### config.mk
export PLATFORM = sky130hd
export DESIGN_NAME = led_event_arbiter
export DESIGN_NICKNAME = d
export VERILOG_FILES = /design/src/rtl/led_event_arbiter.sv
export SDC_FILE = /design/constraint.sdc
export NUM_CORES = 1
export LEC_CHECK = 0
export ABC_AREA = 1
export ABC_CLOCK_PERIOD_IN_PS = 2000
export BUFFER_PORTS_ARGS = -buffer_cell sky130_fd_sc_hd__buf_2
export CAP_MARGIN = 10
export CORE_MARGIN = 5
export CORE_UTILIZATION = 40
export CTS_BUF_LIST = sky130_fd_sc_hd__clkbuf_8
export CTS_CLUSTER_SIZE = 40
export DETAILED_ROUTE_END_ITERATION = 10
export HOLD_SLACK_MARGIN = 0.12
export PLACE_DENSITY_LB_ADDON = 0.08
export RECOVER_POWER = 25
export SLEW_MARGIN = 20
export SYNTH_ARGS = -nofsm -noshare
export SYNTH_HDL_FRONTEND = slang
export SYNTH_SLANG_ARGS = --single-unit
### constraint.sdc
create_clock -name clk -period 2 [get_ports clk]
set_clock_uncertainty 0.2 [all_clocks]
set_input_delay 0.4 -clock clk [delete_from_list [all_inputs] [get_ports clk]]
set_output_delay 0.4 -clock clk [all_outputs]
set_load 0.1 [all_outputs]
### src/rtl/led_event_arbiter.sv
// led_event_arbiter
// Shares one debug LED between several single-cycle event sources. Each
// event is latched as pending; a round-robin arbiter grants the LED to one
// pending source at a time and plays its blink code (source i blinks i+1
// times), followed by a dark gap.
//
// Build option: define LED_ARB_HEARTBEAT_EN to make the LED toggle every
// GAP_TICKS cycles while idle with nothing pending (alive indicator).
`timescale 1ns/1ps

module led_event_arbiter #(
    parameter int N_EVT       = 4,
    parameter int BLINK_TICKS = 25_000_000,
    parameter int GAP_TICKS   = 100_000_000
) (
    input  logic                                          clk,
    input  logic                                          rst,
    input  logic [N_EVT-1:0]                              evt,
    input  logic                                          clr,
    output logic                                          led,
    output logic                                          busy,
    output logic [((N_EVT > 1) ? $clog2(N_EVT) : 1)-1:0]  cur_id,
    output logic [N_EVT-1:0]                              pending
);

    localparam int ID_W  = (N_EVT > 1) ? $clog2(N_EVT) : 1;
    localparam int BL_W  = $clog2(N_EVT + 1);
    localparam int MAX_T = (BLINK_TICKS > GAP_TICKS) ? BLINK_TICKS : GAP_TICKS;
    localparam int CNT_W = (MAX_T > 1) ? $clog2(MAX_T) : 1;

    localparam logic [CNT_W-1:0] BLINK_LAST = CNT_W'(BLINK_TICKS - 1);
    localparam logic [CNT_W-1:0] GAP_LAST   = CNT_W'(GAP_TICKS - 1);

    typedef enum logic [1:0] {
        S_IDLE,
        S_ON,
        S_OFF,
        S_GAP
    } state_t;

    state_t             r_state;
    logic [CNT_W-1:0]   r_cnt;
    logic               r_led;
    logic               r_busy;
    logic [ID_W-1:0]    r_curId;
    logic [BL_W-1:0]    r_blinks;
    logic [N_EVT-1:0]   r_pending;

    state_t             w_stateNext;
    logic [CNT_W-1:0]   w_cntNext;
    logic               w_ledNext;
    logic               w_busyNext;
    logic [ID_W-1:0]    w_curIdNext;
    logic [BL_W-1:0]    w_blinksNext;
    logic [N_EVT-1:0]   w_pendingNext;
    logic [N_EVT-1:0]   w_grantMask;

    logic               w_anyPending;
    logic [N_EVT-1:0]   w_rot;
    logic [ID_W-1:0]    w_grantIdx;

`ifdef LED_ARB_HEARTBEAT_EN
    logic [CNT_W-1:0]   r_hbCnt;
    logic [CNT_W-1:0]   w_hbCntNext;
`endif

    // Round-robin pick: rotate pending so that index cur_id+1 lands at bit 0,
    // then take the lowest set bit and map it back to a source index.
    always_comb begin
        w_anyPending = |r_pending;
        w_rot        = N_EVT'({r_pending, r_pending} >> (int'(r_curId) + 1));
        w_grantIdx   = '0;
        for (int k = N_EVT - 1; k >= 0; k--) begin
            if (w_rot[k]) begin
                w_grantIdx = ID_W'((int'(r_curId) + 1 + k) % N_EVT);
            end
        end
    end

    // Next-state, blink sequencing, LED drive and pending-bit update.
    always_comb begin
        w_stateNext  = r_state;
        w_cntNext    = r_cnt;
        w_ledNext    = r_led;
        w_curIdNext  = r_curId;
        w_blinksNext = r_blinks;
        w_grantMask  = '0;
`ifdef LED_ARB_HEARTBEAT_EN
        w_hbCntNext  = r_hbCnt;
`endif

        case (r_state)
            S_IDLE: begin
                if (w_anyPending) begin
                    w_grantMask  = N_EVT'(1) << w_grantIdx;
                    w_curIdNext  = w_grantIdx;
                    w_blinksNext = BL_W'(w_grantIdx) + BL_W'(1);
                    w_ledNext    = 1'b1;
                    w_cntNext    = '0;
                    w_stateNext  = S_ON;
                end else begin
`ifdef LED_ARB_HEARTBEAT_EN
                    if (r_hbCnt == GAP_LAST) begin
                        w_hbCntNext = '0;
                        w_ledNext   = ~r_led;
                    end else begin
                        w_hbCntNext = r_hbCnt + CNT_W'(1);
                    end
`else
                    w_ledNext = 1'b0;
`endif
                end
            end

            S_ON: begin
                if (r_cnt == BLINK_LAST) begin
                    w_cntNext    = '0;
                    w_ledNext    = 1'b0;
                    w_blinksNext = r_blinks - BL_W'(1);
                    w_stateNext  = S_OFF;
                end else begin
                    w_cntNext = r_cnt + CNT_W'(1);
                end
            end

            S_OFF: begin
                if (r_cnt == BLINK_LAST) begin
                    w_cntNext = '0;
                    if (r_blinks == '0) begin
                        w_stateNext = S_GAP;
                    end else begin
                        w_ledNext   = 1'b1;
                        w_stateNext = S_ON;
                    end
                end else begin
                    w_cntNext = r_cnt + CNT_W'(1);
                end
            end

            S_GAP: begin
                w_ledNext = 1'b0;
                if (r_cnt == GAP_LAST) begin
                    w_cntNext   = '0;
                    w_stateNext = S_IDLE;
`ifdef LED_ARB_HEARTBEAT_EN
                    w_hbCntNext = '0;
`endif
                end else begin
                    w_cntNext = r_cnt + CNT_W'(1);
                end
            end

            default: begin
                w_stateNext = S_IDLE;
                w_ledNext   = 1'b0;
                w_cntNext   = '0;
            end
        endcase

        w_busyNext    = (w_stateNext != S_IDLE);
        w_pendingNext = (r_pending & ~{N_EVT{clr}} & ~w_grantMask) | evt;
    end

    // State and datapath registers; reset darkens the LED immediately.
    always_ff @(posedge clk or posedge rst) begin
        if (rst) begin
            r_state   <= S_IDLE;
            r_cnt     <= '0;
            r_led     <= 1'b0;
            r_busy    <= 1'b0;
            r_curId   <= '0;
            r_blinks  <= '0;
            r_pending <= '0;
        end else begin
            r_state   <= w_stateNext;
            r_cnt     <= w_cntNext;
            r_led     <= w_ledNext;
            r_busy    <= w_busyNext;
            r_curId   <= w_curIdNext;
            r_blinks  <= w_blinksNext;
            r_pending <= w_pendingNext;
        end
    end

`ifdef LED_ARB_HEARTBEAT_EN
    // Heartbeat phase counter; only advances while idle with nothing pending.
    always_ff @(posedge clk or posedge rst) begin
        if (rst) begin
            r_hbCnt <= '0;
        end else begin
            r_hbCnt <= w_hbCntNext;
        end
    end
`endif

    assign led     = r_led;
    assign busy    = r_busy;
    assign cur_id  = r_curId;
    assign pending = r_pending;

endmodule

# After elaboration in Yosys (flattened, before gate mapping)
# Cells that the tools add are included.
# op_classes
add_sub_neg	7
n_eq_ne	9
shift	2
mux	24
n_bitwise	5
n_reduce_logical	9
# ops
operator	n
$mux W27	3
$pmux W27 S3	1
$add A27 B1 Y27 const B	1
$eq A27 B25 Y1 const B	1
$eq A27 B27 Y1 const B	1
$mux W2	9
$and A4 B4 Y4	2
$mux W4	2
$ne A2 B2 Y1 const B	4
$not A4 Y4	2
$pmux W2 S4	1
$shr A8 B3 Y4	1
$add A2 B1 Y3 const B	2
$mux W3	2
$pmux W3 S2	1
$reduce_and A3 Y1	2
$add A2 B2 Y2 const B	2
$eq A2 B2 Y1 const B	2
$mux W1	4
$or A4 B4 Y4	1
$pmux W1 S4	1
$reduce_bool A2 Y1	2
$reduce_or A4 Y1	1
$shl A1 B2 Y4 const A	1
other kinds (7)	7
# word_totals
ff_bits	40
inputBits	7
output_inout_bits	8
word_cells	63

# Depth between registers and ports, before layout
# Gate-level depths: netlist of the first run.
# logic_depth
depth_word	12
mapped_depth	13
mapped_depth_nobuf	13

# Least setup slack after synthesis of the first run
# No wires, ideal clock.
# synth_path
path_type	reg2reg
startpoint	register r_curId[0] (netlist: cur_id[0])
endpoint	register r_pending[1] (netlist: pending[1])
setup_ns	0.120
t_arrival_ns	2.111
required_ns	1.680
setup_slack_ns	-0.431
stages_incl_launch_ff	12
path_buffers	0
period_less_slack_ns	2.431
cell_sequence	dfrtp_1 inv_2 nand2_1 nand3_1 nor2_1 nor2_1 nand2_1 nand3_1 nand2_1 nand2_1 o21ai_1 nand2_1
# synth_via
elab_chain_len	12
elab_cells_between_ends	15
cone_classes	add/sub (4); shift (2); mux (6); bitwise (3)
# synth_lines
element	line	source
from (decl)	45	logic [ID_W-1:0] r_curId;
from (signal assigned)	179	r_curId <= w_curIdNext;
$add A2 B1 Y3 *	75	w_grantIdx = ID_W'((int'(r_curId) + 1 + k) % N_EVT);
$add A2 B1 Y2 or $shr A8 B3 Y4 (tied branches)	75, 71	
$mux W2 (3 in series)	74	if (w_rot[k]) begin
$mux W2 *	74	
$shl A1 B2 Y4 *	95	w_grantMask = N_EVT'(1) << w_grantIdx;
$mux W4 *	94	if (w_anyPending) begin
$mux W4 *	92	case (r_state)
$not A4 Y4 *	161	w_pendingNext = (r_pending & ~{N_EVT{clr}} & ~w_grantMask) | evt;
$and A4 B4 Y4 *	161	
$or A4 B4 Y4 *	161	
net w_pendingNext[1]	55	logic [N_EVT-1:0] w_pendingNext;
to (signal assigned)	181	r_pending <= w_pendingNext;
to (decl)	47	logic [N_EVT-1:0] r_pending;
# The timed path passes the listed nets; every way through them passes the cells marked *.
# A chain may end at the register's enable or synchronous reset.

# Worst setup path in the final report of the first run
# layout_path
startpoint	register r_cnt[1]
endpoint	register r_cnt[19]
# layout_via
elab_chain_len	3
elab_cells_between_ends	6
cone_classes	add/sub (1); eq/ne (2); mux (3)
# layout_lines
element	line	source
from (decl)	42	logic [CNT_W-1:0] r_cnt;
from (signal assigned)	176	r_cnt <= w_cntNext;
$add A27 B1 Y27 (tied with other cells)	122, 136, 149	
$mux W27 (on tied branches)	142, 116, 127	
$pmux W27 S3 *	92	
# Every way passes the cells marked *; elsewhere a longest branch is shown, timed or not.

==> results.cfg, run 1 <==
[placement]
numPortBuffers = 14
routabilityCongestion = 0.876
dpl_worst_slack_ps = -8.33
post-dp-hpwl_um = 6270
dp.cells = 535

[timing]
max_freq_ghz = 0.488
hold_viol_final = 0
slew_headroom = 0.400
period_minus_slack_ps = 2050
hold_slack_ps = 213
drv_slew = 0
tns_ps = -587
fin_ws_ps = -48.4
period_share = 1.02
rsz0062_at_grt = yes
setup_violations = 18
worst_pin_slew_ps = 895

[worst_setup_path]
reg2reg_depth = 11
cp.required_ps = 1980
crit_type = flip-flop to flip-flop
worstPathArrival_ps = 2030
cpLargestDelayFamily = simple AND/OR/NAND/NOR gates
slowest_stage = dfrtp_1
r2r-end = r_cnt[19]
end_kind = flip-flop
path_cells = ha_2 -> nand2_2 -> nor2_4 -> nand2_2 -> nor3_4 -> nand2_2 -> nand2_2 -> nand2_4 -> a21oi_4 -> buf_12 -> nor2_1
start_kind = flip-flop
crit_path_start = r_cnt[1]
reg2reg_setup_slack_ps = -50
critical_path_peak_fanout = 9
reg2reg_from = r_cnt[1]
cpMostUsedCell = nand2_2
critPathMaxStageDelay_ps = 360
path_buf_inv = 1

[yosys]
syn_inst = 403
syn_area_um2 = 2770
synth.avg_cell_area_um2 = 6.87
synth_edf_count = 0
ys_seq_area_frac = 0.361
synthesis.nets = 418
ys_ff_latch = 40
ys_types = 34
yosys_most_used_dff = dfrtp_1
synthArstFlopShare = 1.00
ys_warn_count = 0

[power_and_ir_drop]
p_seq_frac = 0.261
switching_share = 0.491
p_comb_frac = 0.598
p_per_area_nw_per_um2 = 1120
p_int_mw = 2.05
clockPowerShare = 0.140
leakage_nw = 1.67
p_sw_mw = 1.98
ir_worst_vdd_mv = 0.322
finalPower_mw = 4.03

[clock_network]
clk-insertion-delay-late_ps = 300
clkTransAtPathRegs_ps = 80
cts_buffer_depth = 2
cts_sinks = 40
htree_levels = 2
root_buffer = clkbuf_8
cts_tree = built
cts_buffers = 5

[floorplanning]
start_util = 0.410
die_h_um = 93.2
io_pins = 15
num_rows = 30
fp.dieW_um = 93.2
core_area_um2 = 6760
die_area_um2 = 8690

[detailed_routing]
ant_nets = 0
routedWlPerCell_um = 14.4
wl_um = 7990
drt_iter0_markers = 165
route.detailed.drc = 0
first_pass_iters = 4
vias_per_cell = 5.14
vias = 2850

[worst_hold_path]
hold_path_depth = 4
hold_class = primary input to flip-flop
min_to = pending[2]
worstHoldStart = clr

[grt]
grt_max_degree = 24
grt-ovfl-total = 0
grtUsageTotal = 0.196
antenna_found_initial = 0
grt_pass1_vias = 2797
grt_pass1_wl_um = 13500

[layout]
ff_latch_area_um2 = 1020
final_cells = 555
fillCellCount = 672
drive_above_1_share = 0.274
final_common_cell = nand2_1
final_cell_mix = 85 x nand2_1, 57 x inv_1, 47 x buf_4, 46 x nor2_1, 39 x nand3_1
fin_nets = 489
area_growth_pct = 30.1
antenna_cells = 0
multi_input_area_um2 = 1650

[run_status]
status = finished with violations
failed_checks = setup timing

[flow_run]
maxCapViolations = 0
-- routing by layer --
metal  vias up  wire length, um  share of wire  track usage
met4         0              100          0.013       0.0464
met1      1353             3540           0.44        0.240
met3         9              236          0.030       0.0290
met5         -                0              0            0
li1       1448                -              -            -
met2        40             4110           0.51        0.359
-- power groups by stage --
stage / Sequential [mW] / Combinational, mW / Clock (mW)
floorplan: 1.47 / 1.12 / 0
global placement: 1.06 / 2.14 / 0
detailed placement: 1.06 / 2.13 / 0
CTS: 1.05 / 2.17 / 0.580
global route: 1.07 / 2.67 / 0.611
finish: 1.05 / 2.41 / 0.566
-- cell families (layout without fill, tap and decap cells) --
logic type | Yosys count | count (layout) | share of synthesized area
AOI/OAI and AO/OA | 51 | 51 | 0.111
xor gates and xnor gates | 5 | 5 | 0.0158
DFF | 40 | 40 | 0.361
and+or+nand+nor | 235 | 235 | 0.386
buffers and inverters | 64 | 136 | 0.0899
adders and majority gates | 8 | 8 | 0.0361
-- sequential cells by signal, indices dropped and copies added (netlist names) --
name      flops
r_cnt        27
r_blinks      3
busy          1
cur_id        2
led           1
pending       4
r_state       2
-- layout make-up --
type	instances	area share
Clock buffer	6	0.0229
Clock inverter	2	0.00208
Inverter	59	0.0625
Multi-Input combinational cell	299	0.457
Sequential cell	40	0.283
Tap cell	80	0.0278
Timing Repair Buffer	69	0.145
-- cells in the mapped netlist, types with 4 or more instances --
cell type | count | share of area
ha_1 | 8 | 0.036
a21oi_1 | 14 | 0.025
a21boi_0 | 4 | 0.011
a21boi_1 | 4 | 0.011
inv_1 | 56 | 0.076
dfrtp_1 | 40 | 0.36
nand2_1 | 92 | 0.12
nand2_2 | 8 | 0.018
nand4_1 | 12 | 0.027
nand3_1 | 44 | 0.079
nor2_1 | 57 | 0.077
o21ai_0 | 19 | 0.034
nor2_4 | 4 | 0.016
nor3_1 | 11 | 0.020
-- worst max-delay path by stage --
stage | end | slack (ps) | cells after the start
after floorplan | r_cnt[16] | 10 | 7
after CTS | r_cnt[19] | -10 | 11
after detailed placement | r_cnt[2] | -8 | 11
final | r_cnt[19] | -50 | 11
after global routing | r_cnt[19] | -170 | 11
after global placement | r_cnt[17] | -70 | 9
-- metrics by stage --
step	util	instance area, um^2
after CTS	0.511	3450
after floorplan	-	2790
after global placement	0.485	3280
after global routing	0.533	3600
final	0.533	3600
after detailed placement	0.485	3280
-- repair_timing --
item                                    4_1_cts  5_1_grt
buffers inserted                              3        4
endpoints found under the setup margin       14       38
hold buffers                                  5        0
pin swaps                                     0       10
gates cloned                                  0        0
endpoints found under the hold margin        25        0
resized for setup                             3       39
-- tightest hold or removal path, cell delays in order --
cell and delay [ps]:
buf_2 120, nor2_1 60, o21ai_2 50, nand2_1 50
Power figures use the tool's default switching activity.
==> inputs of run 2 (changes only) <==
--- a/config.mk
+++ b/config.mk
@@ -9,6 +9,8 @@
 export ABC_CLOCK_PERIOD_IN_PS = 2000
 export BUFFER_PORTS_ARGS = -buffer_cell sky130_fd_sc_hd__buf_2
 export CAP_MARGIN = 10
+export CELL_PAD_IN_SITES_DETAIL_PLACEMENT = 0
+export CELL_PAD_IN_SITES_GLOBAL_PLACEMENT = 1
 export CORE_MARGIN = 5
 export CORE_UTILIZATION = 40
 export CTS_BUF_LIST = sky130_fd_sc_hd__clkbuf_8
==> results.cfg, run 2 (same netlist as run 1, synthesis figures left out) <==
[run_status]
status = finished with violations
failed_checks = setup timing

[detailed_routing]
wl_um = 8310
vias_per_cell = 5.12
first_pass_iters = 5
route.detailed.drc = 0
drt_iter0_markers = 174
vias = 2888
ant_nets = 0
routedWlPerCell_um = 14.7

[timing]
period_minus_slack_ps = 2040
max_freq_ghz = 0.491
slew_headroom = 0.661
worst_pin_slew_ps = 506
tns_ps = -348
period_share = 1.02
fin_ws_ps = -35.3
rsz0062_at_grt = yes
drv_slew = 0
hold_viol_final = 0
setup_violations = 13

[power_and_ir_drop]
leakage_nw = 1.75
ir_worst_vdd_mv = 0.372
p_comb_frac = 0.625
p_per_area_nw_per_um2 = 1110
finalPower_mw = 4.22
switching_share = 0.493
p_sw_mw = 2.08
p_int_mw = 2.14
p_seq_frac = 0.250
clockPowerShare = 0.126

[clock_network]
htree_levels = 2
clkTransAtPathRegs_ps = 90
cts_tree = built
cts_buffer_depth = 2
cts_sinks = 40
cts_buffers = 5
clk-insertion-delay-late_ps = 300
root_buffer = clkbuf_8

[layout]
largest_reg_flops = 27
final_cells = 564
final_util = 0.561
final_cell_mix = 81 x nand2_1, 55 x inv_1, 51 x buf_4, 43 x nor2_1
fin_nets = 498
fillCellCount = 698
final_common_cell = nand2_1
top_register = r_cnt
area_growth_pct = 36.8
drive_above_1_share = 0.331
antenna_cells = 0
final_area_um2 = 3790

[worst_setup_path]
crit_path_start = r_cnt[0]
endpoint = r_cnt[8]
end_kind = flip-flop
slowest_stage = dfrtp_1
cp.required_ps = 1980
reg2reg_setup_slack_ps = -40
critical_path_peak_fanout = 7
reg2reg_depth = 12
crit_type = flip-flop to flip-flop
start_kind = flip-flop
cpMostUsedCell = nand2_2
path_buf_inv = 3
worstPathArrival_ps = 2010
worstSetupPathDepth = 12
cpLargestDelayFamily = simple AND/OR/NAND/NOR gates
critPathMaxStageDelay_ps = 380
path_cells = ha_2 -> nand2_2 -> nor2_4 -> nand2_2 -> inv_1 -> nand2_1 -> o21ai_2 -> nand2_4 -> a21oi_4 -> buf_4 -> buf_12 -> nor2_1
r2r-end = r_cnt[8]
reg2reg_from = r_cnt[0]

[floorplanning]
num_rows = 30
start_util = 0.410
fp.dieW_um = 93.2
core_area_um2 = 6760
die_area_um2 = 8690
die_h_um = 93.2
io_pins = 15

[placement]
numPortBuffers = 14
placed_cell_area_um2 = 3280
post-dp-hpwl_um = 6360
dp.cells = 535
routabilityCongestion = 0.909

[grt]
grt_pass1_vias = 2983
grt_pass1_wl_um = 14300
grt_max_degree = 28
grt-ovfl-total = 0
grtUsageTotal = 0.207
antenna_found_initial = 0

[flow_run]
maxCapViolations = 0

[worst_hold_path]
hold_class = primary input to flip-flop
hold_path_depth = 4
## run 2: layout make-up
cell class | count | area (um^2) | share of cell area
multi-input combinational | 299 | 1750 | 0.461
sequential | 40 | 1020 | 0.269
timing repair buffer | 78 | 614 | 0.162
inverter | 59 | 229 | 0.0604
tap | 80 | 100 | 0.0264
clock buffer | 5 | 68.8 | 0.0182
clock inverter | 3 | 12.5 | 0.00330
## run 2: worst min-delay path by stage
stage                     start  slack, ps           to
finish                      clr        190   pending[0]
CTS                         clr        190   pending[0]
detailed placement          rst        210  r_blinks[2]
global route                clr        230   pending[1]
global placement            rst        210  r_blinks[2]
floorplan           r_blinks[1]        250  r_blinks[1]
## run 2: worst min-delay path, stage by stage
cell and delay [ps]:
buf_2 110, nor2_1 50, nand2_1 60, nand2_1 40
## run 2: timing repair
item | in CTS | in global routing
resized for setup | 6 | 77
pin swaps | 2 | 10
cloned | 1 | 0
setup endpoints to repair | 20 | 37
hold buffers | 5 | 0
setup buffers | 11 | 6
hold endpoints to repair | 17 | 0
## run 2: stage by stage
step / setup slack [ps] / hold WS (ps)
after detailed placement: -34.4 / 212
after global placement: 14.1 / 208
after global routing: -128 / 229
after CTS: -47.8 / 190
after floorplan: 13.3 / 249
final: -35.3 / 185
## run 2: routing by layer
| layer | track usage | routed length, um | part of all wire |
|---|---|---|---|
| met2 | 0.369 | 4390 | 0.53 |
| met3 | 0.0265 | 323 | 0.039 |
| met1 | 0.256 | 3500 | 0.42 |
| met4 | 0.0684 | 89 | 0.011 |
| met5 | 0 | 0 | 0 |
## run 2: power by group through the flow
stage	clock network [mW]	logic, mW	registers [mW]
floorplan	0	1.12	1.47
global placement	0	2.23	1.05
detailed placement	0	2.24	1.05
CTS	0.554	2.39	1.04
global route	0.597	2.88	1.07
finish	0.531	2.63	1.05
